<file path="src/rtl/wptr_full_lvl.sv">
// Write-domain pointer/status block for the dual-clock FIFO: binary+Gray write pointer,
// registered full/almost-full/level, sticky overflow with saturating drop counter.
// Optional read-pointer sanity check is built when WPTR_RPTR_CHECK_EN is defined.
`default_nettype none

module wptr_full_lvl #(
  parameter int ADDRSIZE  = 4,
  parameter int OVF_CNT_W = 8
) (
  input  logic                 wclk,
  input  logic                 wrst_n,
  input  logic                 winc,
  input  logic [ADDRSIZE:0]    wq2_rptr,
  input  logic [ADDRSIZE:0]    awfull_thresh,
  input  logic                 ovf_clr,
  output logic                 wfull,
  output logic                 awfull,
  output logic [ADDRSIZE-1:0]  waddr,
  output logic [ADDRSIZE:0]    wptr,
  output logic [ADDRSIZE:0]    wlevel,
  output logic                 wovf,
  output logic [OVF_CNT_W-1:0] wovf_cnt,
  output logic                 rptr_err
);

  localparam int PW = ADDRSIZE + 1;
  localparam logic [PW-1:0] DEPTH = {1'b1, {ADDRSIZE{1'b0}}};
  localparam logic [OVF_CNT_W-1:0] CNT_MAX = {OVF_CNT_W{1'b1}};

  logic [PW-1:0]        r_wbin;
  logic [PW-1:0]        r_wptr;
  logic                 r_wfull;
  logic                 r_awfull;
  logic [PW-1:0]        r_wlevel;
  logic                 r_wovf;
  logic [OVF_CNT_W-1:0] r_wovf_cnt;

  logic                 w_push;
  logic                 w_ovf_ev;
  logic [PW-1:0]        w_wbinnext;
  logic [PW-1:0]        w_wgraynext;
  logic [PW-1:0]        w_rbin_s;
  logic [PW-1:0]        w_lvl_next;
  logic [PW-1:0]        w_free_next;

  assign w_push      = winc & ~r_wfull;
  assign w_ovf_ev    = winc & r_wfull;
  assign w_wbinnext  = r_wbin + {{ADDRSIZE{1'b0}}, w_push};
  assign w_wgraynext = w_wbinnext ^ (w_wbinnext >> 1);

  // Gray-to-binary: each binary bit is the XOR of all Gray bits at or above it.
  genvar gi;
  for (gi = 0; gi < PW; gi++) begin : g_g2b
    assign w_rbin_s[gi] = ^wq2_rptr[PW-1:gi];
  end

  // Level uses the lagging synchronised read pointer, so it never underestimates.
  assign w_lvl_next  = w_wbinnext - w_rbin_s;
  assign w_free_next = DEPTH - w_lvl_next;

  always_ff @(posedge wclk or negedge wrst_n) begin
    if (!wrst_n) begin
      r_wbin   <= '0;
      r_wptr   <= '0;
      r_wfull  <= 1'b0;
      r_awfull <= 1'b0;
      r_wlevel <= '0;
    end else begin
      r_wbin   <= w_wbinnext;
      r_wptr   <= w_wgraynext;
      r_wfull  <= (w_lvl_next == DEPTH);
      r_awfull <= (w_free_next <= awfull_thresh);
      r_wlevel <= w_lvl_next;
    end
  end

  // A clear coinciding with a dropped write still records that write.
  always_ff @(posedge wclk or negedge wrst_n) begin
    if (!wrst_n) begin
      r_wovf     <= 1'b0;
      r_wovf_cnt <= '0;
    end else if (ovf_clr) begin
      r_wovf     <= w_ovf_ev;
      r_wovf_cnt <= w_ovf_ev ? OVF_CNT_W'(1) : '0;
    end else if (w_ovf_ev) begin
      r_wovf <= 1'b1;
      if (r_wovf_cnt != CNT_MAX)
        r_wovf_cnt <= r_wovf_cnt + OVF_CNT_W'(1);
    end
  end

`ifdef WPTR_RPTR_CHECK_EN
  logic [PW-1:0] r_rptr_prev;
  logic          r_rptr_err;
  logic [PW-1:0] w_rptr_diff;
  logic [PW-1:0] w_wr_lead;
  logic          w_multi_bit;
  logic          w_rd_ahead;

  // A legal synchronised Gray pointer changes at most one bit per write clock.
  assign w_rptr_diff = r_rptr_prev ^ wq2_rptr;
  assign w_multi_bit = (w_rptr_diff & (w_rptr_diff - PW'(1))) != '0;
  assign w_wr_lead   = r_wbin - w_rbin_s;
  assign w_rd_ahead  = w_wr_lead > DEPTH;

  always_ff @(posedge wclk or negedge wrst_n) begin
    if (!wrst_n) begin
      r_rptr_prev <= '0;
      r_rptr_err  <= 1'b0;
    end else begin
      r_rptr_prev <= wq2_rptr;
      if (w_multi_bit || w_rd_ahead)
        r_rptr_err <= 1'b1;
    end
  end

  assign rptr_err = r_rptr_err;
`else
  assign rptr_err = 1'b0;
`endif

  assign wfull    = r_wfull;
  assign awfull   = r_awfull;
  assign waddr    = r_wbin[ADDRSIZE-1:0];
  assign wptr     = r_wptr;
  assign wlevel   = r_wlevel;
  assign wovf     = r_wovf;
  assign wovf_cnt = r_wovf_cnt;

endmodule

`default_nettype wire

</file>
<file path="config.mk">
export PLATFORM = sky130hd
export DESIGN_NAME = wptr_full_lvl
export DESIGN_NICKNAME = d
export VERILOG_FILES = /design/src/rtl/wptr_full_lvl.sv
export SDC_FILE = /design/constraint.sdc
export NUM_CORES = 1
export LEC_CHECK = 0
export CAP_MARGIN = 20
export CORE_ASPECT_RATIO = 0.5
export CORE_MARGIN = 2
export CORE_UTILIZATION = 50
export CTS_CLUSTER_DIAMETER = 120
export DETAILED_ROUTE_END_ITERATION = 6
export PLACE_DENSITY = 0.93
export SLEW_MARGIN = 20
export SYNTH_ARGS = -nofsm -noshare
export SYNTH_HDL_FRONTEND = slang
export SYNTH_SLANG_ARGS = --single-unit
</file>
<file path="constraint.sdc">
create_clock -name wclk -period 8.98 [get_ports wclk]
set_clock_uncertainty 0.1 [all_clocks]
set_input_delay 2.245 -clock wclk [delete_from_list [all_inputs] [get_ports wclk]]
set_output_delay 2.245 -clock wclk [all_outputs]
set_load 0.02 [all_outputs]
</file>
Word level (Yosys, flattened, before mapping). Index checks and enable logic that the tools add are counted.

Input bits: 14. Logic and storage cells: 31. Output and inout port bits: 26. Flip-flop bits (word level): 26.

Magnitude comparators: 1. Add/subtract/negate cells: 4. Mux-type cells: 6. Bitwise logic cells: 4. Reductions and logical operators: 7. Eq/ne operators: 2.

Operators with widths (count): 8-bit 2-to-1 mux (3); 8-bit by 1-bit adder with 8-bit output (second input constant) (1); 8-bit != test (second input constant) (1); 5-bit by 1-bit adder with 5-bit output (1); 5-bit equality test (second input constant) (1); 5-bit less-or-equal comparator (1); 5-bit parity (1); 5-bit subtractor (1); 5-bit subtractor (first input constant) (1); 5-bit by 4-bit XOR with 5-bit output (1); 2-bit nonzero test (2); 4-bit parity (1); 1-bit 2-to-1 mux (3); 3-bit parity (1); 1-bit AND (2); 2-bit AND reduction (1); 2-bit parity (1); 1-bit NOT (1).

Depth between registers and ports, before layout. Gate-level depths: netlist of run 1.

Depth after elaboration: 6. Depth in mapped cells: 15. Gate-level depth less buffers: 15.

Least setup slack after synthesis of run 1. Ideal clock, no wire load.

Path kind: input-to-reg. From: in wq2_rptr[4]. To: reg r_awfull, in the netlist awfull. Buffers on the path: 0. Slack: 3.554 ns. Stages: 13. Arrival: 5.202 ns. Setup time: 0.125 ns. Data required time: 8.755 ns. Cells stage by stage: xnor3_2 -> xor2_1 -> xnor2_1 -> ha_1 -> inv_1 -> fa_1 -> maj3_1 -> a21oi_1 -> xnor2_1 -> ha_1 -> ha_1 -> o21a_1 -> o22ai_1.

Longest elaborated chain between the ends: 4. Elaborated cells between the ends (all ways): 7. Those cells by class: 2 x add/sub; 1 x order compare; 4 x reduce/logical.

RTL lines: start, declared (RTL line 13) `input logic [ADDRSIZE:0] wq2_rptr,`; 5-bit parity, or another cell as far along (RTL line 54) `assign w_rbin_s[gi] = ^wq2_rptr[PW-1:gi];`; 5-bit subtractor (*) (RTL line 58) `assign w_lvl_next = w_wbinnext - w_rbin_s;`; named net w_lvl_next[4] (RTL line 43) `logic [PW-1:0] w_lvl_next;`; 5-bit subtractor (*) (RTL line 59) `assign w_free_next = DEPTH - w_lvl_next;`; 5-bit less-or-equal comparator (*) (RTL line 72) `r_awfull <= (w_free_next <= awfull_thresh);`; end signal, assigned (RTL line 72); end, declared (RTL line 33) `logic r_awfull;`.

The timed path passes the listed nets; every way through them passes the cells marked *. A chain may end at the register's enable or synchronous reset.

Final worst setup path of run 1. Same ends and word-level chain as after synthesis.

==> results.cfg, run 1 <==
[floorplanning]
coreArea_um2 = 2960
die-height_um = 43.2
fp-row-count = 14
io_pins = 40
die_w_um = 82.4
dieArea_um2 = 3560
start_util_pct = 51.9

[power_and_ir_drop]
p_clk_share_pct = 8.3
swShare_pct = 44.5
powerDensity_nw_per_um2 = 417
power_mw = 0.825
comb_power_share_pct = 69.5
seqPwrFrac_pct = 22.2
power.internal_mw = 0.458
ir_drop_v = 0.000283
p_switching_mw = 0.367
p_leak_nw = 0.874

[drt]
finalWirelength_um = 3160
drc = 0
first_pass_iters = 4
wire_per_inst_um = 14.1
ant_nets = 0
viasPerCell = 5.33
vias = 1195
drt_first_iter_violations = 19

[timing]
period_minus_slack_ns = 6.00
fin_tns_setup_ns = 0
fin_ws_ns = 2.98
finalHoldViolations = 0
relSlewSlack_pct = 62.8
tightest_slew_ns = 0.558
grt_setup_unrepaired = false
hold_slack_ns = 0.448
max_freq_mhz = 167
slew_violations = 0
finalSetupViolCount = 0
period_share_pct = 66.8

[global_route]
grt_overflow = 0
grt_pass1_vias = 1179
grt_pass1_wl_um = 5330
grt_max_degree = 26
grtUsageTotal_pct = 19.9
antenna_found_initial = 0

[setup_path]
cp_slowest_stage_delay_ns = 0.56
cp.depth = 14
worstPathRequired_ns = 9.08
crit_family = adder cells
critPathSlowestCell = xnor3_2
critical_path_arrival_ns = 6.10
crit_buf_inv = 2
end_kind = register
crit_top_cell = ha_1
critical_path_class = in -> reg
crit_chain = clkdlybuf4s50_1, xnor3_2, xor2_1, xnor2_1, ha_1, inv_1, fa_1, maj3_1, a21oi_1, xnor2_1, ha_1, ha_1, o21a_1, o22ai_1
critPathMaxFanout = 8
start_kind = input port
ff2ff_path_depth = 13

[status]
status = completed

[placed_design]
place_congestion = 0.862
dp_cells = 220
port_buffers = 38
dp_hpwl_um = 2390
placed_area_um2 = 1930
place_ws_ns = 2.74

[yosys]
synth_most_common_cell = dfrtp_1
seq_area_frac_synth_pct = 40.7
synth.area.top_cells = dfrtp_1, ha_1, xor2_1
syn-num-nets = 173
synthTopCellsByCount = dfrtp_1, ha_1, inv_1
synthDistinctLibCells = 43
synth_edf_count = 0
avgSynthCellArea_um2 = 10.6
synth_top_area_cell = dfrtp_1
yosysWarnings = 0
syn_inst = 145
netlist.area_leader.share_pct = 40.7
async_flop_share_pct = 100
synth_area_um2 = 1540
synth_seq_cells = 25
synth_ff_type = dfrtp_1

[layout]
final_util_pct = 66.9
regArea_um2 = 626
drive_gt1_share_pct = 5.43
multi_input_area_um2 = 831
synthToLayoutAreaGrowth_pct = 28.8
nets = 213
design_area_um2 = 1980
antenna-diode-count = 0
final_cells = 224
fillCellCount = 221

[clock_tree]
cts_setup_buffers = 0
cts_max_path_buffers = 2
postCtsResizedCells = 0
cts_max_level = 1
cts_buffers = 3
cts_tree = yes
ctsHoldBuffers = 0
clk_latency_ns = 0.27
ctsRootBufferMaster = clkbuf_8
clk_pin_slew_worst_paths_ns = 0.09
cts_num_sinks = 25

[run]
cap_viol_max_count = 0

[hold_path]
min_path_type = reg -> reg
hold_path_depth = 2
path summary, 6_finish.rpt:
| path | from | to | slack [ns] |
|---|---|---|---|
| min in group asynchronous | wrst_n | wlevel[2]$_DFF_PN0_ | 1.85 |
| max reg2reg | wfull$_DFF_PN0_ | awfull$_DFF_PN0_ | 5.38 |
| min reg2reg | wovf$_DFFE_PN0P_ | wovf$_DFFE_PN0P_ | 0.45 |
| max in group asynchronous | wrst_n | wovf_cnt[7]$_DFFE_PN0P_ | 6.56 |
| max | wq2_rptr[4] | awfull$_DFF_PN0_ | 2.98 |
| min | wovf$_DFFE_PN0P_ | wovf$_DFFE_PN0P_ | 0.45 |
tightest hold or removal path: stages (launching register included):
cell,delay [ns]
dfrtp_1,0.39
inv_1,0.05
o21ai_0,0.07
routing by layer:
| layer | vias to the layer above | global-route usage, % | wire length (um) |
|---|---|---|---|
| li1 | 587 | - | - |
| met1 | 570 | 25.1 | 1410 |
| met2 | 34 | 32.9 | 1560 |
| met3 | 4 | 5.32 | 150 |
| met4 | 0 | 7.00 | 38 |
| met5 | - | 0 | 0 |
cell type report:
type	count	share of cell area [%]
Multi-Input combinational cell	104	42.0
Tap cell	40	2.53
Inverter	13	2.47
Sequential cell	25	31.6
Timing Repair Buffer	38	19.0
Clock buffer	3	2.09
Clock inverter	1	0.379
cells in the final DEF, fill, tap and decap left out, types with 5 or more instances in the layout:
cell / count
a21oi_1: 5
clkdlybuf4s50_1: 37
dfrtp_1: 25
ha_1: 13
inv_1: 13
nand2_1: 5
nor2_1: 8
xnor2_1: 9
xor2_1: 12
sequential cells by signal, indices dropped and copies added (netlist names):
name      count
wlevel        5
wovf          1
awfull        1
wovf_cnt      8
wfull         1
r_wbin        5
wptr          4
logic make-up after synthesis:
kind of cell    share of synthesized area (%)
flops                                    40.7
buf+inv                                  5.21
simple gates                             14.2
fa+ha+maj                                12.5
mux                                     0.651
other cells                             0.244
xor+xnor                                 13.5
compound gates                           12.9
power groups by stage:
| stage | clock network, mW | registers, mW | logic, mW |
|---|---|---|---|
| after global placement | 0 | 0.184 | 0.543 |
| after floorplan | 0 | 0.234 | 0.364 |
| final | 0.0687 | 0.183 | 0.574 |
| after detailed placement | 0 | 0.185 | 0.569 |
| after CTS | 0.0702 | 0.183 | 0.574 |
| after global routing | 0.0745 | 0.187 | 0.631 |
Power figures use the tool's default switching activity.
==> run 2: changes to the inputs <==
--- a/config.mk
+++ b/config.mk
@@ -8,10 +8,10 @@
 export CAP_MARGIN = 20
 export CORE_ASPECT_RATIO = 0.5
 export CORE_MARGIN = 2
-export CORE_UTILIZATION = 50
+export CORE_UTILIZATION = 44
 export CTS_CLUSTER_DIAMETER = 120
 export DETAILED_ROUTE_END_ITERATION = 6
-export PLACE_DENSITY = 0.93
+export PLACE_DENSITY = 0.87
 export SLEW_MARGIN = 20
 export SYNTH_ARGS = -nofsm -noshare
 export SYNTH_HDL_FRONTEND = slang
==> constraint.sdc (replaced) <==
create_clock -name wclk -period 5.16 [get_ports wclk]
set_clock_uncertainty 0.1 [all_clocks]
set_input_delay 1.29 -clock wclk [delete_from_list [all_inputs] [get_ports wclk]]
set_output_delay 1.29 -clock wclk [all_outputs]
set_load 0.02 [all_outputs]
==> results.cfg, run 2 (same netlist as run 1, synthesis figures left out) <==
[timing]
fin_tns_setup_ns = 0
max_freq_mhz = 210
finalHoldViolations = 0
period_minus_slack_ns = 4.77
finalSetupViolCount = 0
grt_setup_unrepaired = false
relSlewSlack_pct = 64.0
tightest_slew_ns = 0.541
slew_violations = 0
period_share_pct = 92.4

[power_and_ir_drop]
powerDensity_nw_per_um2 = 723
power_mw = 1.47
seqPwrFrac_pct = 21.7
ir_drop_v = 0.000360
swShare_pct = 44.0
p_clk_share_pct = 8.0
p_leak_nw = 0.901
power.internal_mw = 0.822
p_switching_mw = 0.645
comb_power_share_pct = 70.3

[setup_path]
crit_chain = clkdlybuf4s50_1, xnor3_2, xor2_1, xnor2_1, ha_1, inv_1, fa_1, inv_1, ha_1, ha_1, nor2b_1, o21a_1, o21a_1, o21a_1, o22ai_1
ff2ff_path_depth = 13
worstReg2RegStart = wfull$_DFF_PN0_
end_kind = register
worstPathRequired_ns = 5.25
crit_family = adder cells
reg2reg_slack_ns = 1.60
crit_buf_inv = 3
critical_path_class = in -> reg
critPathMaxFanout = 4
cp_slowest_stage_delay_ns = 0.56
reg2reg_to = awfull$_DFF_PN0_
worstSetupStartpoint = wq2_rptr[4]
critical_path_arrival_ns = 4.86
critPathSlowestCell = fa_1
start_kind = input port

[global_route]
grt_max_degree = 26
grt_overflow = 0
grtUsageTotal_pct = 17.3
antenna_found_initial = 0
grt_pass1_wl_um = 5310
grt_pass1_vias = 1179

[layout]
drive_gt1_share_pct = 7.94
mostFrequentLayoutCells = clkdlybuf4s50_1, dfrtp_1, inv_1, ha_1, xor2_1
layout_commonest_cell = clkdlybuf4s50_1
nets = 218
final_cells = 240
largest_reg_flops = 8
synthToLayoutAreaGrowth_pct = 32.0
antenna-diode-count = 0
final_util_pct = 59.7

[placed_design]
dp_cells = 236
port_buffers = 38
place_congestion = 0.870
dp_hpwl_um = 2500

[clock_tree]
cts_num_sinks = 25
cts_setup_buffers = 0
ctsRootBufferMaster = clkbuf_8
cts_max_path_buffers = 2
clk_latency_ns = 0.27
cts_tree = yes
ctsHoldBuffers = 0
postCtsResizedCells = 0
clk_pin_slew_worst_paths_ns = 0.09
cts_buffers = 3
cts_max_level = 1

[drt]
finalWirelength_um = 3190
wire_per_inst_um = 13.3
drt_first_iter_violations = 33
drc = 0
viasPerCell = 5.05
ant_nets = 0
first_pass_iters = 6
vias = 1211

[floorplanning]
die-height_um = 45.8
coreArea_um2 = 3400
io_pins = 40
start_util_pct = 45.2
fp-row-count = 15
die_w_um = 87.6
dieArea_um2 = 4010

[hold_path]
min_path_type = reg -> reg
hp-start = wovf$_DFFE_PN0P_
min_to = wovf$_DFFE_PN0P_
hold_path_depth = 2

[run]
cap_viol_max_count = 0

[status]
status = completed
-- run 2: cell count changes in the layout (fill, tap and decap cells not counted) --
cell / previous run / this run
clkinvlp_4: 1 / 0
buf_4: 0 / 5
clkinv_2: 0 / 1
-- run 2: routing by layer --
layer / vias up / part of all wire (%) / routed length (um) / global-route usage, %
met5: - / 0 / 0 / 0
met4: 0 / 0.60 / 19 / 4.00
met3: 2 / 3.7 / 118 / 3.62
met2: 35 / 48 / 1530 / 29.4
met1: 582 / 48 / 1530 / 23.3
li1: 592 / - / - / -
-- run 2: power groups by stage --
stage	clock [mW]	sequential (mW)	combinational, mW
6_report	0.118	0.318	1.03
5_1_grt	0.125	0.329	1.15
4_1_cts	0.119	0.320	1.04
3_5_place_dp	0	0.324	1.03
3_3_place_gp	0	0.322	0.983
2_1_floorplan	0	0.406	0.634
-- run 2: area by class of cell --
class / count / area (um2)
Clock buffer: 3 / 41.3
Fill cell: 301 / 1370
Timing Repair Buffer: 43 / 413
Clock inverter: 1 / 5.00
Tap cell: 51 / 63.8
Inverter: 13 / 48.8
Sequential cell: 25 / 626
Multi-Input combinational cell: 104 / 831
-- run 2: worst max-delay path by stage --
stage / end / slack, ns / cells after the start
after floorplan: awfull$_DFF_PN0_ / 0.69 / 13
after global placement: awfull$_DFF_PN0_ / 0.24 / 15
after detailed placement: awfull$_DFF_PN0_ / 0.1 / 15
after CTS: awfull$_DFF_PN0_ / 0.38 / 15
after global routing: awfull$_DFF_PN0_ / 0.16 / 16
final: awfull$_DFF_PN0_ / 0.39 / 15
-- run 2: worst register-to-register path, delay by kind of cell, from the launching register on --
kind                     cells  cell delay [ns]
AO/OA/AOI/OAI                6             1.24
XOR/XNOR                     2             0.55
adder cells (fa/ha/maj)      3             0.79
flip-flops                   1             0.42
AND/OR/NAND/NOR              2             0.38
-- run 2: metrics by stage --
step	hold slack, ns	setup WS (ns)	instance area [um2]
finish	0.429	0.394	2030
global route	0.488	0.159	2030
CTS	0.438	0.378	2030
detailed placement	0.424	0.0979	1990
global placement	0.414	0.241	1990
floorplan	0.506	0.689	1540
==> run 3: changes to the inputs <==
--- a/config.mk
+++ b/config.mk
@@ -6,7 +6,6 @@
 export NUM_CORES = 1
 export LEC_CHECK = 0
 export CAP_MARGIN = 20
-export CORE_ASPECT_RATIO = 0.5
 export CORE_MARGIN = 2
 export CORE_UTILIZATION = 44
 export CTS_CLUSTER_DIAMETER = 120
==> results.cfg, run 3 (same netlist as run 1, synthesis figures left out) <==
[timing]
slew_violations = 0
max_freq_mhz = 215
finalHoldViolations = 0
finalSetupViolCount = 0
period_minus_slack_ns = 4.64
fin_tns_setup_ns = 0
hold_slack_ns = 0.438
tightest_slew_ns = 0.544
grt_setup_unrepaired = false
period_share_pct = 90.0
relSlewSlack_pct = 63.7

[clock_tree]
ctsRootBufferMaster = clkbuf_4
cts_setup_buffers = 0
cts_num_sinks = 25
clk_pin_slew_worst_paths_ns = 0.14
cts_tree = yes
cts_buffers = 3
ctsHoldBuffers = 0
cts_max_path_buffers = 2
postCtsResizedCells = 0
clk_latency_ns = 0.32
cts_max_level = 1

[drt]
first_pass_iters = 4
drt_first_iter_violations = 94
ant_nets = 0
finalWirelength_um = 3000
wire_per_inst_um = 12.8
drc = 0
viasPerCell = 5.06
vias = 1184

[layout]
fillCellCount = 304
mostFrequentLayoutCells = clkdlybuf4s50_1, dfrtp_1, inv_1, ha_1, xor2_1
nets = 217
antenna-diode-count = 0
drive_gt1_share_pct = 7.45
layout_commonest_cell = clkdlybuf4s50_1
synthToLayoutAreaGrowth_pct = 29.9
largest_reg_flops = 8

[floorplanning]
die_w_um = 63.1
fp-row-count = 21
coreArea_um2 = 3340
start_util_pct = 46.0
io_pins = 40
dieArea_um2 = 3980
die-height_um = 63.1

[power_and_ir_drop]
power_mw = 1.41
swShare_pct = 44.2
p_clk_share_pct = 6.2
power.internal_mw = 0.787
comb_power_share_pct = 71.1
ir_drop_v = 0.000429
powerDensity_nw_per_um2 = 706
p_switching_mw = 0.622
seqPwrFrac_pct = 22.7
p_leak_nw = 0.889

[setup_path]
critPathMaxFanout = 3
crit_end = awfull$_DFF_PN0_
worstSetupStartpoint = wq2_rptr[4]
worstReg2RegStart = wfull$_DFF_PN0_
critical_path_arrival_ns = 4.79
end_kind = register
reg2reg_to = awfull$_DFF_PN0_
start_kind = input port
reg2reg_slack_ns = 1.73
critical_path_class = in -> reg
ff2ff_path_depth = 13
worstPathRequired_ns = 5.31

[global_route]
grt_max_degree = 26
grt_overflow = 0
grtUsageTotal_pct = 16.4
grt_pass1_vias = 1155
antenna_found_initial = 0
grt_pass1_wl_um = 5150

[hold_path]
min_path_type = reg -> reg

[run]
cap_viol_max_count = 0

[status]
status = completed

[placed_design]
dp_hpwl_um = 2410
place_congestion = 0.863
port_buffers = 38
-- run 3: cell type report --
| type | instances | area [um2] | area share, % |
|---|---|---|---|
| Timing Repair Buffer | 42 | 405 | 20.3 |
| Sequential cell | 25 | 626 | 31.3 |
| Clock inverter | 1 | 5.00 | 0.251 |
| Multi-Input combinational cell | 104 | 831 | 41.6 |
| Clock buffer | 3 | 22.5 | 1.13 |
| Inverter | 13 | 48.8 | 2.45 |
| Tap cell | 46 | 57.6 | 2.88 |
-- run 3: per-stage QoR --
step | setup slack, ns | utilization, % | cell area (um2) | std cells
floorplan | 0.689 | - | 1540 | 145
global placement | 0.220 | 59.1 | 1970 | 230
detailed placement | 0.135 | 59.1 | 1970 | 230
CTS | 0.485 | 60.0 | 2000 | 234
global route | 0.303 | 59.8 | 2000 | 234
finish | 0.517 | 59.8 | 2000 | 234
-- run 3: worst min-delay path by stage --
stage               slack, ns  cells past startpoint                to        startpoint
floorplan                0.51                      2  wovf$_DFFE_PN0P_  wovf$_DFFE_PN0P_
global placement         0.41                      2  wovf$_DFFE_PN0P_  wovf$_DFFE_PN0P_
detailed placement       0.43                      2  wovf$_DFFE_PN0P_  wovf$_DFFE_PN0P_
CTS                      0.45                      2  wovf$_DFFE_PN0P_  wovf$_DFFE_PN0P_
global route             0.47                      2  wovf$_DFFE_PN0P_  wovf$_DFFE_PN0P_
finish                   0.44                      2  wovf$_DFFE_PN0P_  wovf$_DFFE_PN0P_
-- run 3: critical path: stages --
cell,delay (ns)
clkdlybuf4s50_1,0.53
xnor3_2,0.45
xor2_1,0.21
xnor2_1,0.15
ha_1,0.18
inv_1,0.05
fa_1,0.39
maj3_1,0.36
a21oi_1,0.18
xnor2_1,0.18
ha_1,0.28
ha_1,0.29
o21a_1,0.11
o22ai_1,0.13
-- run 3: per-layer routing --
metal  global-route usage (%)  share of wire [%]
met1                     19.9                 41
met5                        0                  0
met3                     4.46                7.1
met4                     3.33                  0
met2                     29.1                 52
-- run 3: power by group through the flow --
| stage | Sequential [mW] | Combinational (mW) | Clock (mW) |
|---|---|---|---|
| 3_5_place_dp | 0.325 | 1.01 | 0 |
| 6_report | 0.320 | 1.00 | 0.0877 |
| 3_3_place_gp | 0.323 | 0.982 | 0 |
| 2_1_floorplan | 0.406 | 0.634 | 0 |
| 5_1_grt | 0.328 | 1.12 | 0.103 |
| 4_1_cts | 0.320 | 1.01 | 0.0921 |
